`src/rtl/seg_scan_arbiter_pkg.sv`:
```
// Shared definitions for the 7-segment debug display scan/arbitration slice.
package seg_scan_arbiter_pkg;

    typedef enum logic {
        PAGE = 1'b0,
        MSG  = 1'b1
    } disp_state_t;

    localparam logic [3:0] AN_OFF = 4'b1111;

    localparam logic [1:0] PG_PC  = 2'd0;
    localparam logic [1:0] PG_RS  = 2'd1;
    localparam logic [1:0] PG_RT  = 2'd2;
    localparam logic [1:0] PG_ALU = 2'd3;

endpackage

```
`src/rtl/seg_scan_arbiter_if.sv`:
```
// Display-side bundle: page/message sources in, anode/nibble and status out.
interface seg_scan_arbiter_if;

    logic [1:0]  page_sel;
    logic [63:0] page_data;
    logic        msg_req;
    logic [15:0] msg_data;
    logic        msg_ack;
    logic        msg_active;
    logic [1:0]  cur_page;
    logic [3:0]  an;
    logic [3:0]  digit_val;

    modport master (
        output page_sel, page_data, msg_req, msg_data,
        input  msg_ack, msg_active, cur_page, an, digit_val
    );

    modport slave (
        input  page_sel, page_data, msg_req, msg_data,
        output msg_ack, msg_active, cur_page, an, digit_val
    );

endinterface

```
`src/rtl/seg_scan_arbiter_timer.sv`:
```
// Digit-slot timebase: prescaler, digit index, and slot/frame/blank strobes.
module seg_scan_timer #(
    parameter int TICK_DIV  = 50000,
    parameter int BLANK_CYC = 1000
) (
    input  logic       CLK,
    input  logic       Reset,
    output logic [1:0] digit,
    output logic       slot_end,
    output logic       frame_end,
    output logic       blank
);

    localparam int PW = (TICK_DIV > 1) ? $clog2(TICK_DIV) : 1;

    logic [PW-1:0] presc_q;
    logic [1:0]    digit_q;

    assign slot_end  = (presc_q == PW'(TICK_DIV - 1));
    assign frame_end = slot_end && (digit_q == 2'd3);
    assign blank     = (presc_q < PW'(BLANK_CYC));
    assign digit     = digit_q;

    always_ff @(posedge CLK) begin
        if (!Reset) begin
            presc_q <= '0;
            digit_q <= 2'd0;
        end else if (slot_end) begin
            presc_q <= '0;
            digit_q <= digit_q + 2'd1;
        end else begin
            presc_q <= presc_q + PW'(1);
        end
    end

endmodule

```
`src/rtl/seg_scan_arbiter.sv`:
```
// Scans the 4-digit display and arbitrates it between debug pages and one-shot messages.
module seg_scan_arbiter
    import seg_scan_arbiter_pkg::*;
#(
    parameter int TICK_DIV    = 50000,
    parameter int BLANK_CYC   = 1000,
    parameter int HOLD_FRAMES = 64
) (
    input  logic               CLK,
    input  logic               Reset,
    seg_scan_arbiter_if.slave  bus
);

    localparam int HW = $clog2(HOLD_FRAMES + 1);

    logic [1:0]  digit;
    logic        slot_end;
    logic        frame_end;
    logic        blank;

    disp_state_t state_q, state_d;
    logic [HW-1:0] hold_q, hold_d;
    logic [15:0] shown_q, shown_d;
    logic [1:0]  page_q, page_d;
    logic        ack;
    logic [15:0] page_word;

    seg_scan_timer #(
        .TICK_DIV  (TICK_DIV),
        .BLANK_CYC (BLANK_CYC)
    ) u_timer (
        .CLK       (CLK),
        .Reset     (Reset),
        .digit     (digit),
        .slot_end  (slot_end),
        .frame_end (frame_end),
        .blank     (blank)
    );

    assign page_word = bus.page_data[16*bus.page_sel +: 16];

    // Everything visible only moves at frame_end so a frame is never torn.
    always_comb begin
        state_d = state_q;
        hold_d  = hold_q;
        shown_d = shown_q;
        page_d  = page_q;
        ack     = 1'b0;
        if (frame_end) begin
            case (state_q)
                PAGE: begin
                    if (bus.msg_req) begin
                        shown_d = bus.msg_data;
                        hold_d  = HW'(HOLD_FRAMES - 1);
                        state_d = MSG;
                        ack     = 1'b1;
                    end else begin
                        shown_d = page_word;
                        page_d  = bus.page_sel;
                    end
                end
                MSG: begin
                    // Exit ignores msg_req, so a page always gets a full frame.
                    if (hold_q != '0) begin
                        hold_d = hold_q - HW'(1);
                    end else begin
                        shown_d = page_word;
                        page_d  = bus.page_sel;
                        state_d = PAGE;
                    end
                end
                default: state_d = PAGE;
            endcase
        end
    end

    always_ff @(posedge CLK) begin
        if (!Reset) begin
            state_q <= PAGE;
            hold_q  <= '0;
            shown_q <= 16'h0000;
            page_q  <= 2'd0;
        end else begin
            state_q <= state_d;
            hold_q  <= hold_d;
            shown_q <= shown_d;
            page_q  <= page_d;
        end
    end

    assign bus.msg_ack    = ack && Reset;
    assign bus.msg_active = (state_q == MSG);
    assign bus.cur_page   = page_q;
    assign bus.an         = blank ? AN_OFF : ~(4'b0001 << digit);
    assign bus.digit_val  = shown_q[4*digit +: 4];

endmodule

```
`src/flat_wrapper.sv`:
```
// flat-port wrapper written by rule: the top's interface ports become plain ports
module seg_scan_arbiter_flat import seg_scan_arbiter_pkg::*;
#(
    parameter int TICK_DIV    = 50000,
    parameter int BLANK_CYC   = 1000,
    parameter int HOLD_FRAMES = 64
)
  (CLK, Reset, bus_page_sel, bus_page_data, bus_msg_req, bus_msg_data, bus_msg_ack, bus_msg_active, bus_cur_page, bus_an, bus_digit_val);
  seg_scan_arbiter_if bus_i ();
  input  logic CLK;
  input  logic Reset;
  input wire logic [$bits(bus_i.page_sel)-1:0] bus_page_sel;
  input wire logic [$bits(bus_i.page_data)-1:0] bus_page_data;
  input wire logic [$bits(bus_i.msg_req)-1:0] bus_msg_req;
  input wire logic [$bits(bus_i.msg_data)-1:0] bus_msg_data;
  output wire logic [$bits(bus_i.msg_ack)-1:0] bus_msg_ack;
  output wire logic [$bits(bus_i.msg_active)-1:0] bus_msg_active;
  output wire logic [$bits(bus_i.cur_page)-1:0] bus_cur_page;
  output wire logic [$bits(bus_i.an)-1:0] bus_an;
  output wire logic [$bits(bus_i.digit_val)-1:0] bus_digit_val;
  assign bus_i.page_sel = bus_page_sel;
  assign bus_i.page_data = bus_page_data;
  assign bus_i.msg_req = bus_msg_req;
  assign bus_i.msg_data = bus_msg_data;
  assign bus_msg_ack = bus_i.msg_ack;
  assign bus_msg_active = bus_i.msg_active;
  assign bus_cur_page = bus_i.cur_page;
  assign bus_an = bus_i.an;
  assign bus_digit_val = bus_i.digit_val;
  seg_scan_arbiter #(.TICK_DIV(TICK_DIV), .BLANK_CYC(BLANK_CYC), .HOLD_FRAMES(HOLD_FRAMES)) u_core (.CLK(CLK), .Reset(Reset), .bus(bus_i));
endmodule
```
`config.mk`:
```
export PLATFORM = sky130hd
export DESIGN_NAME = seg_scan_arbiter_flat
export DESIGN_NICKNAME = d
export VERILOG_FILES = /design/src/rtl/seg_scan_arbiter_pkg.sv /design/src/rtl/seg_scan_arbiter_if.sv /design/src/rtl/seg_scan_arbiter_timer.sv /design/src/rtl/seg_scan_arbiter.sv /design/src/flat_wrapper.sv
export SDC_FILE = /design/constraint.sdc
export NUM_CORES = 1
export LEC_CHECK = 0
export BUFFER_PORTS_ARGS = -buffer_cell sky130_fd_sc_hd__buf_2
export CAP_MARGIN = 20
export CORE_UTILIZATION = 50
export CTS_CLUSTER_DIAMETER = 150
export CTS_CLUSTER_SIZE = 12
export DETAILED_ROUTE_END_ITERATION = 8
export GPL_ROUTABILITY_DRIVEN = 0
export PLACE_DENSITY_LB_ADDON = 0.08
export SYNTH_ARGS = -nofsm -noshare
export SYNTH_HDL_FRONTEND = slang
export SYNTH_SLANG_ARGS = --single-unit
```
`constraint.sdc`:
```
create_clock -name CLK -period 2.4 [get_ports CLK]
set_input_delay 0 -clock CLK [delete_from_list [all_inputs] [get_ports CLK]]
set_output_delay 0 -clock CLK [all_outputs]
set_load 0.1 [all_outputs]
```
==> summary.md, run 1 <==
| Metric | Value |
|---|---|
| Core area | `0.00514 mm2` |
| Initial antenna violation count | `0` |
| Leakage | `0.00135 uW` |
| Clock sink count | `44` |
| RSZ-0062 raised after global routing | `false` |
| Hold_ws | `0.0509 ns` |
| Max incr delay on CP | `0.64 ns` |
| Hold/Removal Path Class | `in2reg` |
| Number of fill cells | `479` |
| CTS resizes | `0` |
| Synth top area cells | `dfxtp_1 (33%), mux4_2 (17%), mux2i_1 (7.1%), a21oi_1 (4.7%), a211oi_1 (4.5%)` |
| Hpwl dp | `between 4000 and 5000 um` |
| Post-layout util | `64.6%` |
| Final Hold Viols | `0` |
| Cts hold-fix bufs | `0` |
| Period minus WS final | `~2.2 ns` |
| Post-synth EDFFs | `0` |
| Clk_skew | `0.0120 ns` |
| Arrival time worst endpoint | `2.17 ns` |
| Clock Latency Late Sink | `around 0.29 ns` |
| CP bufs+invs | `2` |
| Slew Limit Headroom | `53.2%` |
| DR vias/cell | `~5.6` |
| Io pins | `97` |
| Synthesized area | `0.00269 mm2` |
| Internal power | `between 1000 and 1500 uW` |
| Global route overflow | `0` |
| Max Slew Vio Count | `0` |
| Drt pass-1 iters | `4` |
| Routed Antenna Nets | `0` |
| First-pass GRT wire length | `9930 um` |
| # DRC | `0` |
| Initial cell density of the core | `a little over half` |
| Ant diodes | `0` |
| Post-synth top flop | `dfxtp_1` |
| Chip height | `around 75 um` |
| Synth Warn # | `0` |
| FF/Latch Area | `882 um2` |
| Via Count | `2390` |
| Max cap viols | `0` |
| Area Overhead vs Synth | `23.7%` |
| Die area | `0.00567 mm2` |
| Peak supply drop | `0.222 mV` |
| Num rows | `26` |
| Crit-path cells | `or4bb_1 -> nor4_2 -> buf_4 -> and3_1 -> buf_12` |
| Period utilisation layout | `90.3%` |
| Iter 0 DRT Violations | `90` |
| Nets | `452` |
| Crit-path max FO | `5` |
| Combinational power share | `13.5%` |
| CTS tree | `built` |
| Worst Path Required | `2.40 ns` |
| GRT Util Overall | `22.8%` |
| H-Tree Depth | `2` |
| Routed WL | `6100 um` |
| Register area share after synthesis | `32.8%` |
| Multi-input logic area | `0.00169 mm2` |
| # port buffers | `96` |
| Clock Root Buffer | `clkbuf_8` |
| Routed WL per cell | `about 14 um` |
| Reg power frac | `54.4%` |
| Share of the synthesized area in the top cell type | `about a third` |
| Switching power of the nets | `around 310 uW` |
| Clock Tree Buf Depth | `2` |
| Clk pin slew, worst setup/hold paths | `0.08 ns` |
| Kind of critical path | `reg2out` |
| Seq cells post-synth | `between 40 and 50` |
| CP max-delay cell | `or4bb_1` |
| Fmax achieved | `about 460 MHz` |
| Ys async rst share | `0%` |
| Mapped Avg Cell Area | `10.0 um2` |
| Layout cell share with drive strength beyond 1 | `39.7%` |
| Synth area leader | `dfxtp_1` |
| Setup TNS | `0 ns` |
| Post-CTS Setup Bufs | `0` |
| Mapped Cells | `268` |
| Status | `complete, no violations` |
| Clock power share | `32.1%` |
| Number of global-route vias before repair | `2275` |
| Startpoint types | `register` |
| Net count after synthesis | `360` |
| Crit. End Element | `output pin` |
| Largest net degree at the start of global routing | `23` |
| CP top delay family | `simple AND/OR/NAND/NOR gates` |
| Final setup viols | `0` |
| Sw frac | `23.1%` |
| Die X | `75.3 um` |
| Ratio of total power to cell area | `408 mW/mm2` |
| Total CTS buffers | `5` |
| Synth unique cells | `between 40 and 50` |
| Slew @ Worst Pin | `0.701 ns` |
==> per-layer routing <==
| layer | track usage [%] | vias to the layer above | share of wire [%] |
|---|---|---|---|
| met5 | 0 | - | 0 |
| met4 | 5.35 | 0 | 0.80 |
| met3 | 4.63 | 5 | 4.8 |
| met2 | 42.0 | 69 | 52 |
| met1 | 27.3 | 1115 | 43 |
| li1 | - | 1201 | - |
==> power by group through the flow <==
stage | clock, uW | sequential (uW) | combinational (uW)
floorplan | 0 | 754 | 107
detailed placement | 0 | 755 | 185
CTS | 444 | 738 | 185
global route | 471 | 738 | 199
finish | 436 | 738 | 183
global placement | 0 | 755 | 181
==> layout by cell type, fill, tap and decap left out, drive strengths merged, types with 2 or more instances in the layout <==
cell type and n:
a211oi 16, nor2 24, xnor2 7, nand3 3, or3 3, clkinv 2, a21oi 26, inv 6
dfxtp 44, a41oi 2, nor3 5, nor3b 2, o221a 4, a311oi 2, mux4 20, and2 4
or4 2, mux2i 19, nand2 16, nand4 6, ha 7, and3 5, clkbuf 6, and4 2
xor2 6, o21ai 4, nor4 4, buf 104
==> worst reg2reg max path: stages (launching register included) <==
cell and delay (ns):
dfxtp_1 0.36, or4bb_1 0.64, or4b_1 0.63, nand2_2 0.29, nor2_1 0.09
==> Yosys cell counts (2+ instances only) <==
cell,number
a211oi_1,16
a21oi_1,25
a311oi_1,2
a41oi_1,2
and2_1,4
and3_1,5
and4_1,2
buf_2,8
clkbuf_1,10
dfxtp_1,44
ha_1,7
inv_1,6
mux2i_1,19
mux4_2,20
nand2_1,15
nand3_1,3
nand4_1,6
nor2_1,24
nor3_1,4
nor3b_1,2
nor4_1,2
o21ai_0,4
o221a_2,4
or3_1,3
or4_4,2
xnor2_1,7
xor2_1,6
==> through the flow <==
stage	cells	setup slack [ns]	instance area (um2)	power [uW]
5_1_grt	430	0.0973	3320	1410
3_3_place_gp	423	0.366	3240	936
6_report	430	0.233	3320	1360
4_1_cts	430	0.206	3320	1370
3_5_place_dp	423	0.306	3240	940
2_1_floorplan	268	0.189	2690	861
==> registers in the layout (all words and copies together) (netlist names) <==
register                cells
u_core.shown_q             16
u_core.u_timer.presc_q     16
u_core.hold_q               7
u_core.bus.cur_page         2
u_core.u_timer.digit        2
u_core.bus.msg_active       1
==> final cells by class <==
class	instances	area share [%]
timing repair buffer	104	16.7
multi-input combinational	198	51.0
tap	70	2.64
inverter	7	0.791
clock buffer	6	2.18
sequential	44	26.6
clock inverter	1	0.151
==> logic make-up after synthesis <==
group                    synth area share [%]
buffers and inverters                    4.29
adder cells (fa/ha/maj)                  3.26
flip-flops                               32.8
multiplexers                             23.8
XOR/XNOR                                 4.24
AO/OA/AOI/OAI                            14.6
AND/OR/NAND/NOR                          17.0
==> worst paths after layout <==
check	startpoint	end	slack [ns]	depth (start not counted)
max	u_core.u_timer.presc_q[5]	bus_msg_ack	0.23	5
min	bus_msg_data[11]	u_core.shown_q[11]	0.05	3
max reg2reg	u_core.u_timer.presc_q[5]	u_core.u_timer.presc_q[12]	0.29	4
min reg2reg	u_core.u_timer.presc_q[0]	u_core.u_timer.presc_q[0]	0.47	1
No activity file was read; power rests on OpenSTA's default activity.
==> inputs of run 2 (changes only) <==
--- a/config.mk
+++ b/config.mk
@@ -12,7 +12,9 @@
 export CTS_CLUSTER_SIZE = 12
 export DETAILED_ROUTE_END_ITERATION = 8
 export GPL_ROUTABILITY_DRIVEN = 0
+export MAX_ROUTING_LAYER = met4
 export PLACE_DENSITY_LB_ADDON = 0.08
+export RECOVER_POWER = 50
 export SYNTH_ARGS = -nofsm -noshare
 export SYNTH_HDL_FRONTEND = slang
 export SYNTH_SLANG_ARGS = --single-unit
==> run 2 against run 1 <==
Against the previous run: cell count is the same; sequential power is essentially flat; combinational power is essentially flat; sequential share of layout area grew 0.18 points; worst setup slack lost 0.042 ns; flip-flop and latch count is the same.
==> summary.md, run 2 (synthesis gave the netlist of run 1 again) <==
| Metric | Value |
|---|---|
| Largest net degree at the start of global routing | `23 (unchanged)` |
| Global route overflow | `0 (unchanged)` |
| Clock Tree Buf Depth | `2 (unchanged)` |
| Combinational power share | `13.5% (about the same)` |
| Kind of critical path | `reg2reg (was reg2out)` |
| Routed WL | `6120 um (was 6100 um)` |
| Initial antenna violation count | `0 (unchanged)` |
| Multi-input logic area | `0.00168 mm2 (was 0.00169 mm2)` |
| Clk_skew | `0.00808 ns (was 0.0120 ns)` |
| Leakage | `0.00133 uW (was 0.00135 uW)` |
| Chip height | `75.3 um (unchanged)` |
| Via Count | `2405 (was 2390)` |
| Non-filler instance count after layout | `430 (unchanged)` |
| Final Hold Viols | `0 (unchanged)` |
| Clock Latency Late Sink | `0.29 ns (about the same)` |
| GRT Util Overall | `23.6% (was 22.8%)` |
| Total CTS buffers | `5 (unchanged)` |
| Status | `complete, no violations (unchanged)` |
| Tot Pwr | `1350 uW (was 1360 uW)` |
| DR vias/cell | `5.59 (was 5.56)` |
| Arrival time worst endpoint | `2.45 ns (was 2.17 ns)` |
| Layout cell share with drive strength beyond 1 | `38.3% (was 39.7%)` |
| Hold/Removal Path Class | `in2reg (unchanged)` |
| Placed cell count | `423 (unchanged)` |
| Clock sink count | `44 (unchanged)` |
| Crit. End Element | `register (was output pin)` |
| Hold_ws | `0.0509 ns (about the same)` |
| Slew Limit Headroom | `22.5% (was 53.2%)` |
| Core area | `0.00514 mm2 (unchanged)` |
| RSZ-0062 raised after global routing | `false (unchanged)` |
| Cts hold-fix bufs | `0 (unchanged)` |
| Sw frac | `22.9% (was 23.1%)` |
| Routed WL per cell | `14.2 um (about the same)` |
| Die X | `75.3 um (unchanged)` |
| Reg power frac | `54.6% (was 54.4%)` |
| Top flop regs | `u_core.shown_q: 16 flops, u_core.u_timer.presc_q: 16 flops, u_core.hold_q: 7 flops (unchanged)` |
| Slew @ Worst Pin | `1.17 ns (was 0.701 ns)` |
| Switching power of the nets | `309 uW (was 314 uW)` |
| Post-CTS Setup Bufs | `0 (unchanged)` |
| Nets | `452 (unchanged)` |
| Commonest non-fill, non-tap cell in the layout | `buf_2 (unchanged)` |
| Clk pin slew, worst setup/hold paths | `0.08 ns (about the same)` |
| # DRC | `0 (unchanged)` |
| Setup TNS | `0 ns (unchanged)` |
| CTS tree | `built (unchanged)` |
| Initial cell density of the core | `52.3% (unchanged)` |
| Routed Antenna Nets | `0 (unchanged)` |
| Period minus WS final | `2.21 ns (was 2.17 ns)` |
| Number of global-route vias before repair | `2269 (was 2275)` |
| CTS resizes | `0 (unchanged)` |
| Fmax achieved | `453 MHz (was 461 MHz)` |
| Hpwl dp | `4740 um (unchanged)` |
| Clock Root Buffer | `clkbuf_8 (unchanged)` |
| Commonest cells after routing, fill and taps aside | `buf_2 (88), dfxtp_1 (43), a21oi_1 (25), nor2_1 (24), mux4_2 (20) (was buf_2 (95), dfxtp_1 (43), a21oi_1 (25), nor2_1 (24), mux4_2 (20))` |
| FF/Latch Area | `882 um2 (unchanged)` |
| Area Overhead vs Synth | `22.8% (was 23.7%)` |
| Internal power | `1040 uW (about the same)` |
| Num rows | `26 (unchanged)` |
| First-pass GRT wire length | `9940 um (was 9930 um)` |
| Peak supply drop | `0.223 mV (was 0.222 mV)` |
| Ratio of total power to cell area | `410 mW/mm2 (was 408 mW/mm2)` |
| Max cap viols | `0 (unchanged)` |
| Ant diodes | `0 (unchanged)` |
| Iter 0 DRT Violations | `103 (was 90)` |
| Worst Path Required | `2.64 ns (was 2.40 ns)` |
| Crit-path max FO | `7 (was 5)` |
| Final setup viols | `0 (unchanged)` |
| Drt pass-1 iters | `4 (unchanged)` |
| Number of fill cells | `485 (was 479)` |
| # port buffers | `96 (unchanged)` |
| Io pins | `97 (unchanged)` |
| H-Tree Depth | `2 (unchanged)` |
| Die area | `0.00567 mm2 (unchanged)` |
| Startpoint types | `register (unchanged)` |
| Max Slew Vio Count | `0 (unchanged)` |
| Clock power share | `31.9% (was 32.1%)` |
| Period utilisation layout | `92.1% (was 90.3%)` |
| Post-layout util | `64.2% (was 64.6%)` |
run 2: changes by cell type in the layout (fill, tap and decap cells not counted), sizes merged:
| cell | previous run | this run |
|---|---|---|
| buf | 104 | 96 |
| clkbuf | 6 | 14 |
run 2: final timing paths:
check                                  from                        end  slack, ns  depth (start not counted)
setup / recovery  u_core.u_timer.presc_q[5]           u_core.hold_q[4]       0.19                          4
hold / removal             bus_msg_data[11]         u_core.shown_q[11]       0.05                          3
setup reg to reg  u_core.u_timer.presc_q[5]           u_core.hold_q[4]       0.19                          4
hold reg to reg   u_core.u_timer.presc_q[0]  u_core.u_timer.presc_q[0]       0.47                          1
run 2: per-stage QoR:
| step | area [um2] | setup slack [ns] |
|---|---|---|
| after floorplan | 2690 | 0.189 |
| after global placement | 3240 | 0.366 |
| after detailed placement | 3240 | 0.306 |
| after CTS | 3320 | 0.206 |
| after global routing | 3300 | 0.100 |
| final | 3300 | 0.191 |
run 2: layer usage:
layer | track usage, % | vias up | part of all wire, %
li1 | - | 1205 | -
met1 | 27.7 | 1123 | 44
met2 | 42.0 | 70 | 51
met3 | 4.23 | 7 | 4.3
met4 | 5.35 | 0 | 0.64
met5 | - | - | 0
run 2: cell type report:
class | instances | area share [%]
Multi-Input combinational cell | 198 | 50.8
Sequential cell | 44 | 26.7
Clock inverter | 1 | 0.152
Clock buffer | 6 | 2.20
Timing Repair Buffer | 104 | 16.6
Inverter | 7 | 0.796
Tap cell | 70 | 2.65
run 2: worst max-delay path, stage by stage, from the launching register on:
cell and delay, ns:
dfxtp_1 0.36, or4bb_1 0.64, or4_1 0.58, a21oi_2 0.34, o221a_2 0.25
run 2: power by group through the flow:
stage / logic, uW / registers [uW] / clock network [uW]
after floorplan: 107 / 754 / 0
after global placement: 181 / 755 / 0
after detailed placement: 185 / 755 / 0
after CTS: 185 / 738 / 444
after global routing: 198 / 738 / 471
final: 182 / 738 / 432
==> inputs of run 3 (changes only) <==
--- a/config.mk
+++ b/config.mk
@@ -7,7 +7,8 @@
 export LEC_CHECK = 0
 export BUFFER_PORTS_ARGS = -buffer_cell sky130_fd_sc_hd__buf_2
 export CAP_MARGIN = 20
-export CORE_UTILIZATION = 50
+export CORE_UTILIZATION = 52
+export CTS_BUF_LIST = sky130_fd_sc_hd__clkbuf_8
 export CTS_CLUSTER_DIAMETER = 150
 export CTS_CLUSTER_SIZE = 12
 export DETAILED_ROUTE_END_ITERATION = 8
@@ -15,6 +16,7 @@
 export MAX_ROUTING_LAYER = met4
 export PLACE_DENSITY_LB_ADDON = 0.08
 export RECOVER_POWER = 50
+export SLEW_MARGIN = 5
 export SYNTH_ARGS = -nofsm -noshare
 export SYNTH_HDL_FRONTEND = slang
 export SYNTH_SLANG_ARGS = --single-unit
==> constraint.sdc (replaced) <==
create_clock -name CLK -period 2.4 [get_ports CLK]
set_input_delay 0.6 -clock CLK [delete_from_list [all_inputs] [get_ports CLK]]
set_output_delay 0.6 -clock CLK [all_outputs]
set_load 0.1 [all_outputs]
==> run 3 against run 2 <==
Against the previous run: the run now ends with setup timing left; clock skew rose by 0.0046 ns; die area shrank 3.7%; clock-buffer cell count stayed put; cell count rose by 2.3%; global-route usage increased by 3.5 points; non-clock buffer count rose by 12; largest power group unchanged; sequential power about the same; design area increased by 6.4%; utilization rose by 8.2 points; critical path depth grew 1.
==> summary.md, run 3 (synthesis gave the netlist of run 1 again) <==
| Metric | Value |
|---|---|
| Hold/Removal Path Class | `reg2reg (was in2reg)` |
| Initial antenna violation count | `0 (unchanged)` |
| Slew Limit Headroom | `21.9% (was 22.5%)` |
| Status | `finished with violations (was complete, no violations)` |
| Sw frac | `23.8% (was 22.9%)` |
| Initial cell density of the core | `55.4% (was 52.3%)` |
| Layout cell share with drive strength beyond 1 | `44.5% (was 38.3%)` |
| Commonest cells after routing, fill and taps aside | `buf_2 (88), dfxtp_1 (38), a21oi_1 (25), nor2_1 (24) (was buf_2 (88), dfxtp_1 (43), a21oi_1 (25), nor2_1 (24), mux4_2 (20))` |
| Drt pass-1 iters | `4 (unchanged)` |
| Crit-path max FO | `2 (was 7)` |
| Clock sink count | `44 (unchanged)` |
| Clock Root Buffer | `clkbuf_8 (unchanged)` |
| Arrival time worst endpoint | `1.90 ns (was 2.45 ns)` |
| Routed WL | `6500 um (was 6120 um)` |
| Non-filler instance count after layout | `440 (was 430)` |
| Crit-path cells | `or4bb_1 -> nor4_2 -> buf_4 -> and3_4 -> buf_12 (was or4bb_1 -> or4_1 -> a21oi_2 -> o221a_2)` |
| Core area | `0.00485 mm2 (was 0.00514 mm2)` |
| Fin worst setup slack | `-0.100 ns (was 0.191 ns)` |
| RSZ-0062 raised after global routing | `true (was false)` |
| Clock power share | `34.4% (was 31.9%)` |
| DR vias/cell | `5.70 (was 5.59)` |
| CP max-delay cell | `or4bb_1 (unchanged)` |
| Crit. End Element | `output pin (was register)` |
| GRT Util Overall | `27.1% (was 23.6%)` |
| H-Tree Depth | `2 (unchanged)` |
| Worst Path Required | `1.80 ns (was 2.64 ns)` |
| Clock Tree Buf Depth | `2 (unchanged)` |
| Die area | `0.00546 mm2 (was 0.00567 mm2)` |
| Hpwl dp | `4860 um (was 4740 um)` |
| Number of global-route vias before repair | `2434 (was 2269)` |
| Period minus WS final | `2.50 ns (was 2.21 ns)` |
| Final setup viols | `1 (was 0)` |
| Max cap viols | `0 (unchanged)` |
| Kind of critical path | `reg2out (was reg2reg)` |
| First-pass GRT wire length | `10900 um (was 9940 um)` |
| Global route overflow | `0 (unchanged)` |
| Failing checks | `setup timing` |
| Nets | `464 (was 452)` |
| Routed Antenna Nets | `0 (unchanged)` |
| Routed WL per cell | `14.8 um (was 14.2 um)` |
| Io pins | `97 (unchanged)` |
| Final Hold Viols | `0 (unchanged)` |
| Clk pin slew, worst setup/hold paths | `0.08 ns (about the same)` |
| Largest net degree at the start of global routing | `20 (was 23)` |
| Internal power | `1080 uW (was 1040 uW)` |
| Startpoint types | `register (unchanged)` |
| Top flop regs | `u_core.shown_q: 16 flops, u_core.u_timer.presc_q: 16 flops, u_core.hold_q: 7 flops (unchanged)` |
| Slew @ Worst Pin | `1.18 ns (was 1.17 ns)` |
| Peak supply drop | `0.323 mV (was 0.223 mV)` |
| Max incr delay on CP | `0.54 ns (was 0.64 ns)` |
| CTS tree | `built (unchanged)` |
| Reg power frac | `52.2% (was 54.6%)` |
| Num rows | `25 (was 26)` |
| Hold_ws | `0.451 ns (was 0.0509 ns)` |
| Ratio of total power to cell area | `403 mW/mm2 (was 410 mW/mm2)` |
| Period utilisation layout | `104% (was 92.1%)` |
| Combinational power share | `13.3% (was 13.5%)` |
| Clock Latency Late Sink | `0.31 ns (was 0.29 ns)` |
| Clk_skew | `0.0126 ns (was 0.00808 ns)` |
| Switching power of the nets | `337 uW (was 309 uW)` |
| Commonest non-fill, non-tap cell in the layout | `buf_2 (unchanged)` |
| Area Overhead vs Synth | `30.7% (was 22.8%)` |
| Max Slew Vio Count | `0 (unchanged)` |
| # DRC | `0 (unchanged)` |
| Ant diodes | `0 (unchanged)` |
| Total CTS buffers | `5 (unchanged)` |
| Leakage | `0.00145 uW (was 0.00133 uW)` |
| Iter 0 DRT Violations | `110 (was 103)` |
| # port buffers | `96 (unchanged)` |
| Placed cell count | `430 (was 423)` |
| Die X | `73.9 um (was 75.3 um)` |
| Fmax achieved | `400 MHz (was 453 MHz)` |
| Via Count | `2509 (was 2405)` |
| Chip height | `73.9 um (was 75.3 um)` |
run 3: cell count changes in the layout (fill, tap and decap cells not counted), sizes merged:
cell      delta
buf         +17
clkbuf       -5
clkinv       -1
clkinvlp     +1
inv          +1
run 3: critical path: cells and delay by family, from the launching register on:
family	cells	cell delay (ns)
buffers and inverters	2	0.33
flip-flops	1	0.33
AND/OR/NAND/NOR	3	0.95
run 3: timing repair:
action / in CTS / in global routing
pin swaps: 3 / 1
hold buffers: 0 / 0
endpoints found under the setup margin: 5 / 5
gates resized for setup: 6 / 6
buffers inserted: 2 / 0
run 3: final timing paths:
| check | start | to | cells past startpoint | slack, ns |
|---|---|---|---|---|
| hold reg to reg | u_core.u_timer.presc_q[0] | u_core.u_timer.presc_q[0] | 1 | 0.45 |
| hold / removal | u_core.u_timer.presc_q[0] | u_core.u_timer.presc_q[0] | 1 | 0.45 |
| setup reg to reg | u_core.u_timer.presc_q[10] | u_core.u_timer.presc_q[6] | 5 | 0.21 |
| setup / recovery | u_core.u_timer.presc_q[4] | bus_msg_ack | 5 | -0.10 |
run 3: power by group through the flow:
stage | Combinational (uW) | Clock [uW] | Sequential [uW]
finish | 189 | 487 | 738
CTS | 190 | 495 | 738
global route | 205 | 523 | 739
detailed placement | 189 | 0 | 755
floorplan | 107 | 0 | 754
global placement | 183 | 0 | 755
run 3: per-stage QoR:
| step | power (uW) | setup TNS, ns | worst slack (ns) | cell area, um2 | util [%] |
|---|---|---|---|---|---|
| floorplan | 861 | -0.304 | -0.0644 | 2690 | - |
| global placement | 938 | 0 | 0.145 | 3380 | 69.7 |
| detailed placement | 944 | 0 | 0.145 | 3380 | 69.7 |
| CTS | 1420 | -0.106 | -0.106 | 3500 | 72.2 |
| global route | 1470 | -0.411 | -0.163 | 3510 | 72.4 |
| finish | 1410 | -0.100 | -0.100 | 3510 | 72.4 |
run 3: layout make-up:
cell class,count,area [um2]
Multi-Input combinational cell,198,1720
Fill cell,387,1340
Sequential cell,44,888
Clock inverter,2,11.3
Timing Repair Buffer,116,703
Clock buffer,6,82.6
Tap cell,67,83.8
Inverter,7,26.3
run 3: layer usage:
layer / wire length [um] / track usage, % / up-vias
met2: 3150 / 45.6 / 90
met4: 65 / 6.84 / 0
met5: 0 / - / -
li1: - / - / 1226
met1: 2940 / 33.3 / 1188
met3: 349 / 5.49 / 5
